File: src/rtl/shift_add_multiplier_pkg.sv
// Shared definitions for the shift-add multiplier: FSM state encoding and default operand width.
package shift_add_multiplier_pkg;

    localparam int DEFAULT_WIDTH = 4;

    typedef enum logic [1:0] {
        ST_IDLE = 2'd0,
        ST_RUN  = 2'd1,
        ST_DONE = 2'd2
    } state_t;

endpackage

File: src/rtl/shift_add_multiplier_adder.sv
// Ripple-carry adder, WIDTH-bit operands, WIDTH+1-bit sum with the carry-out as MSB.
// Purely combinational; no handshake.
module shift_add_multiplier_adder #(
    parameter int WIDTH = 4
) (
    input  logic [WIDTH-1:0] x,
    input  logic [WIDTH-1:0] y,
    output logic [WIDTH:0]   sum
);

    logic [WIDTH:0] carry;

    assign carry[0] = 1'b0;

    for (genvar i = 0; i < WIDTH; i++) begin : g_fa
        assign sum[i]       = x[i] ^ y[i] ^ carry[i];
        assign carry[i + 1] = (x[i] & y[i]) | (carry[i] & (x[i] ^ y[i]));
    end

    assign sum[WIDTH] = carry[WIDTH];

endmodule

File: src/rtl/shift_add_multiplier.sv
// Sequential unsigned WIDTH x WIDTH multiplier, one add-and-shift step per cycle.
// Latency WIDTH cycles from the accepting edge to done; one result per WIDTH+1 cycles back-to-back.
// start is honoured only while ready; requests while busy are dropped.
module shift_add_multiplier
    import shift_add_multiplier_pkg::*;
#(
    parameter int WIDTH = DEFAULT_WIDTH
) (
    input  logic               clk,
    input  logic               rst,
    input  logic               start,
    input  logic [WIDTH-1:0]   a,
    input  logic [WIDTH-1:0]   b,
    output logic               ready,
    output logic               busy,
    output logic               done,
    output logic [2*WIDTH-1:0] product
);

    localparam int CNT_W = $clog2(WIDTH);

    state_t           state;
    logic [WIDTH-1:0] m_reg;
    logic [WIDTH-1:0] hi_reg;
    logic [WIDTH-1:0] lo_reg;
    logic [CNT_W-1:0] cnt;
    logic [WIDTH:0]   add_sum;
    logic [WIDTH:0]   step_sum;

    shift_add_multiplier_adder #(
        .WIDTH (WIDTH)
    ) u_adder (
        .x   (hi_reg),
        .y   (m_reg),
        .sum (add_sum)
    );

    // Carry of the accumulate is kept: it becomes the MSB shifted into HI.
    assign step_sum = lo_reg[0] ? add_sum : {1'b0, hi_reg};

    assign ready = (state == ST_IDLE) || (state == ST_DONE);
    assign busy  = (state == ST_RUN);
    assign done  = (state == ST_DONE);

    always_ff @(posedge clk or posedge rst) begin
        if (rst) begin
            state   <= ST_IDLE;
            m_reg   <= '0;
            hi_reg  <= '0;
            lo_reg  <= '0;
            cnt     <= '0;
            product <= '0;
        end else begin
            case (state)
                ST_IDLE, ST_DONE: begin
                    if (start) begin
                        m_reg  <= a;
                        hi_reg <= '0;
                        lo_reg <= b;
                        cnt    <= CNT_W'(WIDTH - 1);
                        state  <= ST_RUN;
                    end else begin
                        state  <= ST_IDLE;
                    end
                end
                ST_RUN: begin
                    hi_reg <= step_sum[WIDTH:1];
                    lo_reg <= {step_sum[0], lo_reg[WIDTH-1:1]};
                    if (cnt == '0) begin
                        product <= {step_sum, lo_reg[WIDTH-1:1]};
                        state   <= ST_DONE;
                    end else begin
                        cnt <= cnt - 1'b1;
                    end
                end
                default: state <= ST_IDLE;
            endcase
        end
    end

endmodule
File: config.mk
export PLATFORM = sky130hd
export DESIGN_NAME = shift_add_multiplier
export DESIGN_NICKNAME = d
export VERILOG_FILES = /design/src/rtl/shift_add_multiplier_pkg.sv /design/src/rtl/shift_add_multiplier_adder.sv /design/src/rtl/shift_add_multiplier.sv
export SDC_FILE = /design/constraint.sdc
export NUM_CORES = 1
export LEC_CHECK = 0
export CORE_MARGIN = 2
export CORE_UTILIZATION = 50
export DETAILED_ROUTE_END_ITERATION = 10
export HOLD_SLACK_MARGIN = 0.1
export PLACE_DENSITY = 0.78
export SYNTH_ARGS = -nofsm -noshare
export SYNTH_HDL_FRONTEND = slang
export SYNTH_SLANG_ARGS = --single-unit
File: constraint.sdc
create_clock -name clk -period 2.3 [get_ports clk]
set_input_delay 0.345 -clock clk [delete_from_list [all_inputs] [get_ports clk]]
set_output_delay 0.345 -clock clk [all_outputs]
set_load 0.01 [all_outputs]
After elaboration in Yosys (flattened, before gate mapping):

Cells that the tools add are included.
W data, S select, Z words.

* bits in registers: 24
* bits in latches: 0
* RAM bits: 0
* memory bits (read-only): 0
* input bits: 11
* output and inout port bits: 11
* logic and storage cells: 49
* memories kept: 0

* $add $sub $neg: 1
* multipliers: 0
* div/mod/pow operators: 0
* $lt $le $gt $ge: 0
* equal/unequal tests: 5
* shift operators: 0
* mux-type cells: 11
* bitwise gates (word level): 17
* reduce and logical (&&, ||, !) cells: 9

Operators with widths (count)
* $pmux W4 S2: 2
* $mux W4: 2
* $pmux W2 S2: 2
* $and A1 B1 Y1: 7
* $xor A1 B1 Y1: 7
* $mux W2: 3
* $reduce_and A2 Y1: 3
* $mux W5: 1
* $logic_not A2 Y1: 2
* $ne A2 B2 Y1 const B: 2
* $or A1 B1 Y1: 3
* $reduce_and A3 Y1: 1
* $eq A2 B1 Y1 const B: 1
* $eq A2 B2 Y1 const B: 1
* $ne A2 B1 Y1 const B: 1
* $reduce_bool A2 Y1: 1
* $reduce_or A2 Y1: 1
* $sub A2 B1 Y2 const B: 1
* $logic_or A1 B1 Y1: 1
* $mux W1: 1

Longest topological paths before layout:

* depth in word-level cells: 9
* gate-level depth with buffers: 8
* mapped depth without buffers: 8

Cells and area by module:

Synthesis repeated with hierarchy kept, for this count alone.

* cell total of the unflattened synthesis: 97
* area, all modules: 1126.1 µm²

By module, submodules not included
* shift_add_multiplier: times used 1, cells an instance 83, area each 1016.0 µm², sequential area each 600.6 µm²
* shift_add_multiplier_adder: times used 1, cells an instance 14, area each 110.1 µm², sequential area each 0.0 µm²

Least setup slack after synthesis:

OpenSTA, ideal clock, no wires.

* path type: reg-to-reg
* start point: reg m_reg[0]
* end point: reg hi_reg[2]
* setup time: 127 ps
* data arrival time: 1871 ps
* data required time: 2173 ps
* path slack: 301 ps
* stages on the path, launching flop included: 9
* buffers on the path: 0
* period minus slack after synthesis: 1999 ps
* cell sequence: dfrtp_1 ha_1 inv_1 fa_1 inv_1 fa_1 fa_1 mux2i_1 o2bb2ai_1

* word-level cells in the longest chain between the ends: 8

Ends and longest elaborated chain
* from (decl): RTL line shift_add_multiplier.sv:23 `logic [WIDTH-1:0] m_reg;`
* from (signal assigned): RTL line shift_add_multiplier.sv:48 `m_reg <= '0;`
* from (signal assigned): RTL line shift_add_multiplier.sv:57 `m_reg <= a;`
* $and A1 B1 Y1 (2 in series): RTL line shift_add_multiplier_adder.sv:17 `assign carry[i + 1] = (x[i] & y[i]) | (carry[i] & (x[i] ^ y[i]));`
* $or A1 B1 Y1: RTL line shift_add_multiplier_adder.sv:17
* $and A1 B1 Y1: RTL line shift_add_multiplier_adder.sv:17
* $or A1 B1 Y1: RTL line shift_add_multiplier_adder.sv:17
* $xor A1 B1 Y1: RTL line shift_add_multiplier_adder.sv:16 `assign sum[i] = x[i] ^ y[i] ^ carry[i];`
* $mux W5: RTL line shift_add_multiplier.sv:39 `assign step_sum = lo_reg[0] ? add_sum : {1'b0, hi_reg};`
* $pmux W4 S2: RTL line shift_add_multiplier.sv:54 `case (state)`
* to (signal assigned): RTL line shift_add_multiplier.sv:67 `hi_reg <= step_sum[WIDTH:1];`
* to (decl): RTL line shift_add_multiplier.sv:24 `logic [WIDTH-1:0] hi_reg;`

No other way between the ends.
A chain may end at the register's enable or synchronous reset.

Worst setup path after layout:

Same ends and word-level chain as after synthesis.

==> flow_summary.yaml <==
critical_path:
  rr_startpoint: "m_reg[0]$_DFFE_PP0P_"
  cp-startpoint: "m_reg[0]$_DFFE_PP0P_"
  worst_setup_path_end_kind: "register"
  reg2reg_to: "hi_reg[2]$_DFFE_PP0P_"
  critPathRequiredTime_ns: 2.49
  endpoint: "hi_reg[2]$_DFFE_PP0P_"
  r2r_cells: 8
  crit_type: "register to register"
  startpoint_type: "register"
  crit_path_max_fanout: 2
  cp.arrival_ns: 2.31
  r2r_setup_slack_ns: 0.19
cells_and_area:
  final_layout_size_suffix_gt1_frac: 0.152
  fin_area_um2: 1380
  final_common_cell: "dfrtp_1"
  largest-register: "product"
  final_cell_mix: "dfrtp_1 (24), nand2_1 (21), clkdlybuf4s50_1 (21)"
  utilization: 0.634
  final_nets: 143
  largest_reg_flops: 8
  antenna_cells: 0
  areaGrowthSynthToFinish_pct: 23.2
route:
  firstDrtPassIters: 4
  wl_mm: 1.94
  postRouteAntennaNets: 0
  wl_per_cell_um: 12.7
  avgViaCountPerCell: 5.11
  vias: 782
  drc: 0
  drtIter0Drc: 13
floorplanning:
  num_io_pins: 22
  initial_core_util: 0.514
  die_h_um: 51.2
  placementRows: 17
  die-area_um2: 2630
  die_w_um: 51.2
  core_um2: 2170
power_and_ir_drop:
  ir_drop_mv: 0.708
  power_switching_w: 0.000717
  comb_power_share: 0.488
  p_sw_frac: 0.389
  pwr_density_cell_nw_per_um2: 1340
  power.static_leakage_nw: 0.648
  p_int_w: 0.00113
  p_clk_frac: 0.095
  p_seq_frac: 0.418
timing:
  drv_slew: 0
  hold_slack_ns: 0.367
  slew_headroom: 0.781
  finalSetupTns_ns: 0
  post-route-min-period_ns: 2.11
  fmax_mhz: 473
  setup_viol: 0
  hold_viol: 0
  tightest_slew_ns: 0.326
  skew_ns: 0.00384
  post-route-period-util: 0.919
  rsz0062_at_grt: "no"
global_route:
  grt_pass1_vias: 781
  globalRouteTotalUtil: 0.168
  met2_usage: 0.316
  grt_most_used_layer: "met2"
  met1_usage: 0.198
  grt_util_met3: 0.0175
  antenna_found_initial: 0
  grt_pass1_wl_mm: 3.28
  grt_overflow: 0
  grt_max_degree: 25
logic_synthesis:
  yosysSeqAreaShare: 0.538
  synth_top_cell_area_share: 0.538
  syn_area_per_cell_um2: 10.9
  yosysTopAreaCell: "dfrtp_1"
  synth_nets: 118
  synth-seq-cells: 24
  yosys-top-cells-area: "dfrtp_1 (54%), nand2_1 (7.1%), fa_1 (5.4%), o21ai_2 (3.9%), o2bb2ai_1 (3.1%)"
  synthesis.area_um2: 1120
  yosys_warnings: 0
  synth_cell_type_count: 27
  synth_cells: 102
clocking:
  clock-sinks: 24
  clock_latency_ns: 0.30
  cts_tree: "built"
  cts_made_buffers: 3
  postCtsHoldBufs: 0
  htree_levels: 1
  cts_resized: 0
  clk_path_buf_depth: 2
  clock-root-buffer: "clkbuf_4"
  clk_pin_slew_ns: 0.12
  post_cts_buffers: 0
placed_design:
  placed_cell_area_um2: 1350
  io_buffers: 21
  gp_congestion: 0.717
  dpl.hpwl_mm: 1.49
worst_hold_path:
  hold_path_class: "primary input to async pin"
run_status:
  status: "completed"
run:
  maxCapViolCount: 0
worst min-delay path by stage:
stage	to	slack, ns	cells past startpoint
6_report	product[1]$_DFFE_PP0P_	0.37	3
5_1_grt	product[1]$_DFFE_PP0P_	0.39	3
4_1_cts	product[1]$_DFFE_PP0P_	0.37	3
3_5_place_dp	product[3]$_DFFE_PP0P_	0.47	2
3_3_place_gp	cnt[0]$_DFFE_PP0P_	0.46	1
2_1_floorplan	cnt[0]$_DFFE_PP0P_	0.36	1
worst max-delay path, stage by stage, from the launching register on:
cell	delay [ns]
dfrtp_1	0.40
ha_1	0.19
inv_1	0.06
fa_1	0.16
inv_1	0.05
fa_1	0.37
fa_1	0.43
mux2i_1	0.24
o2bb2ai_1	0.11
power groups by stage:
| stage | sequential [W] | clock, W | combinational (W) |
|---|---|---|---|
| global placement | 0.000766 | 0 | 0.000867 |
| floorplan | 0.000767 | 0 | 0.000611 |
| CTS | 0.000771 | 0.000184 | 0.000913 |
| detailed placement | 0.000781 | 0 | 0.000909 |
| finish | 0.000770 | 0.000174 | 0.000898 |
| global route | 0.000796 | 0.000202 | 0.000998 |
kinds of logic (layout without fill, tap and decap cells):
| logic type | count (synthesis) | after routing | synth area share |
|---|---|---|---|
| AND/OR/NAND/NOR | 35 | 35 | 0.148 |
| buffers and inverters | 14 | 37 | 0.0616 |
| flip-flops | 24 | 24 | 0.538 |
| multiplexers | 6 | 6 | 0.0572 |
| adder cells (fa/ha/maj) | 5 | 5 | 0.0762 |
| AO/OA/AOI/OAI | 18 | 18 | 0.119 |
per-stage QoR:
step,std cells,setup slack [ns],power (W)
global route,153,0.0496,0.00200
detailed placement,150,0.192,0.00169
floorplan,102,0.301,0.00138
global placement,150,0.268,0.00163
finish,153,0.186,0.00184
CTS,153,0.164,0.00187
cell type report:
| type | count | area (um^2) |
|---|---|---|
| clock buffer | 3 | 22.5 |
| multi-input combinational | 64 | 447 |
| inverter | 10 | 37.5 |
| timing repair buffer | 24 | 233 |
| fill | 177 | 795 |
| sequential | 24 | 601 |
| tap | 28 | 35.0 |
metal layers:
metal  up-vias  wire length, um
li1        384                -
met1       381              870
met2        15             1000
met3         2               53
met4         0               16
met5         -                0
cell usage after synthesis (all sizes together):
cell type,count
nand3b,1
a31oi,2
mux2i,3
buf,4
o22ai,1
inv,10
a21oi,2
nand2,21
a221o,1
fa,3
o2bb2ai,4
ha,2
mux2,3
dfrtp,24
nor2,5
nor2b,2
nor3b,1
nor3,3
o21ai,8
nand2b,2
No activity file was read; power rests on OpenSTA's default activity.
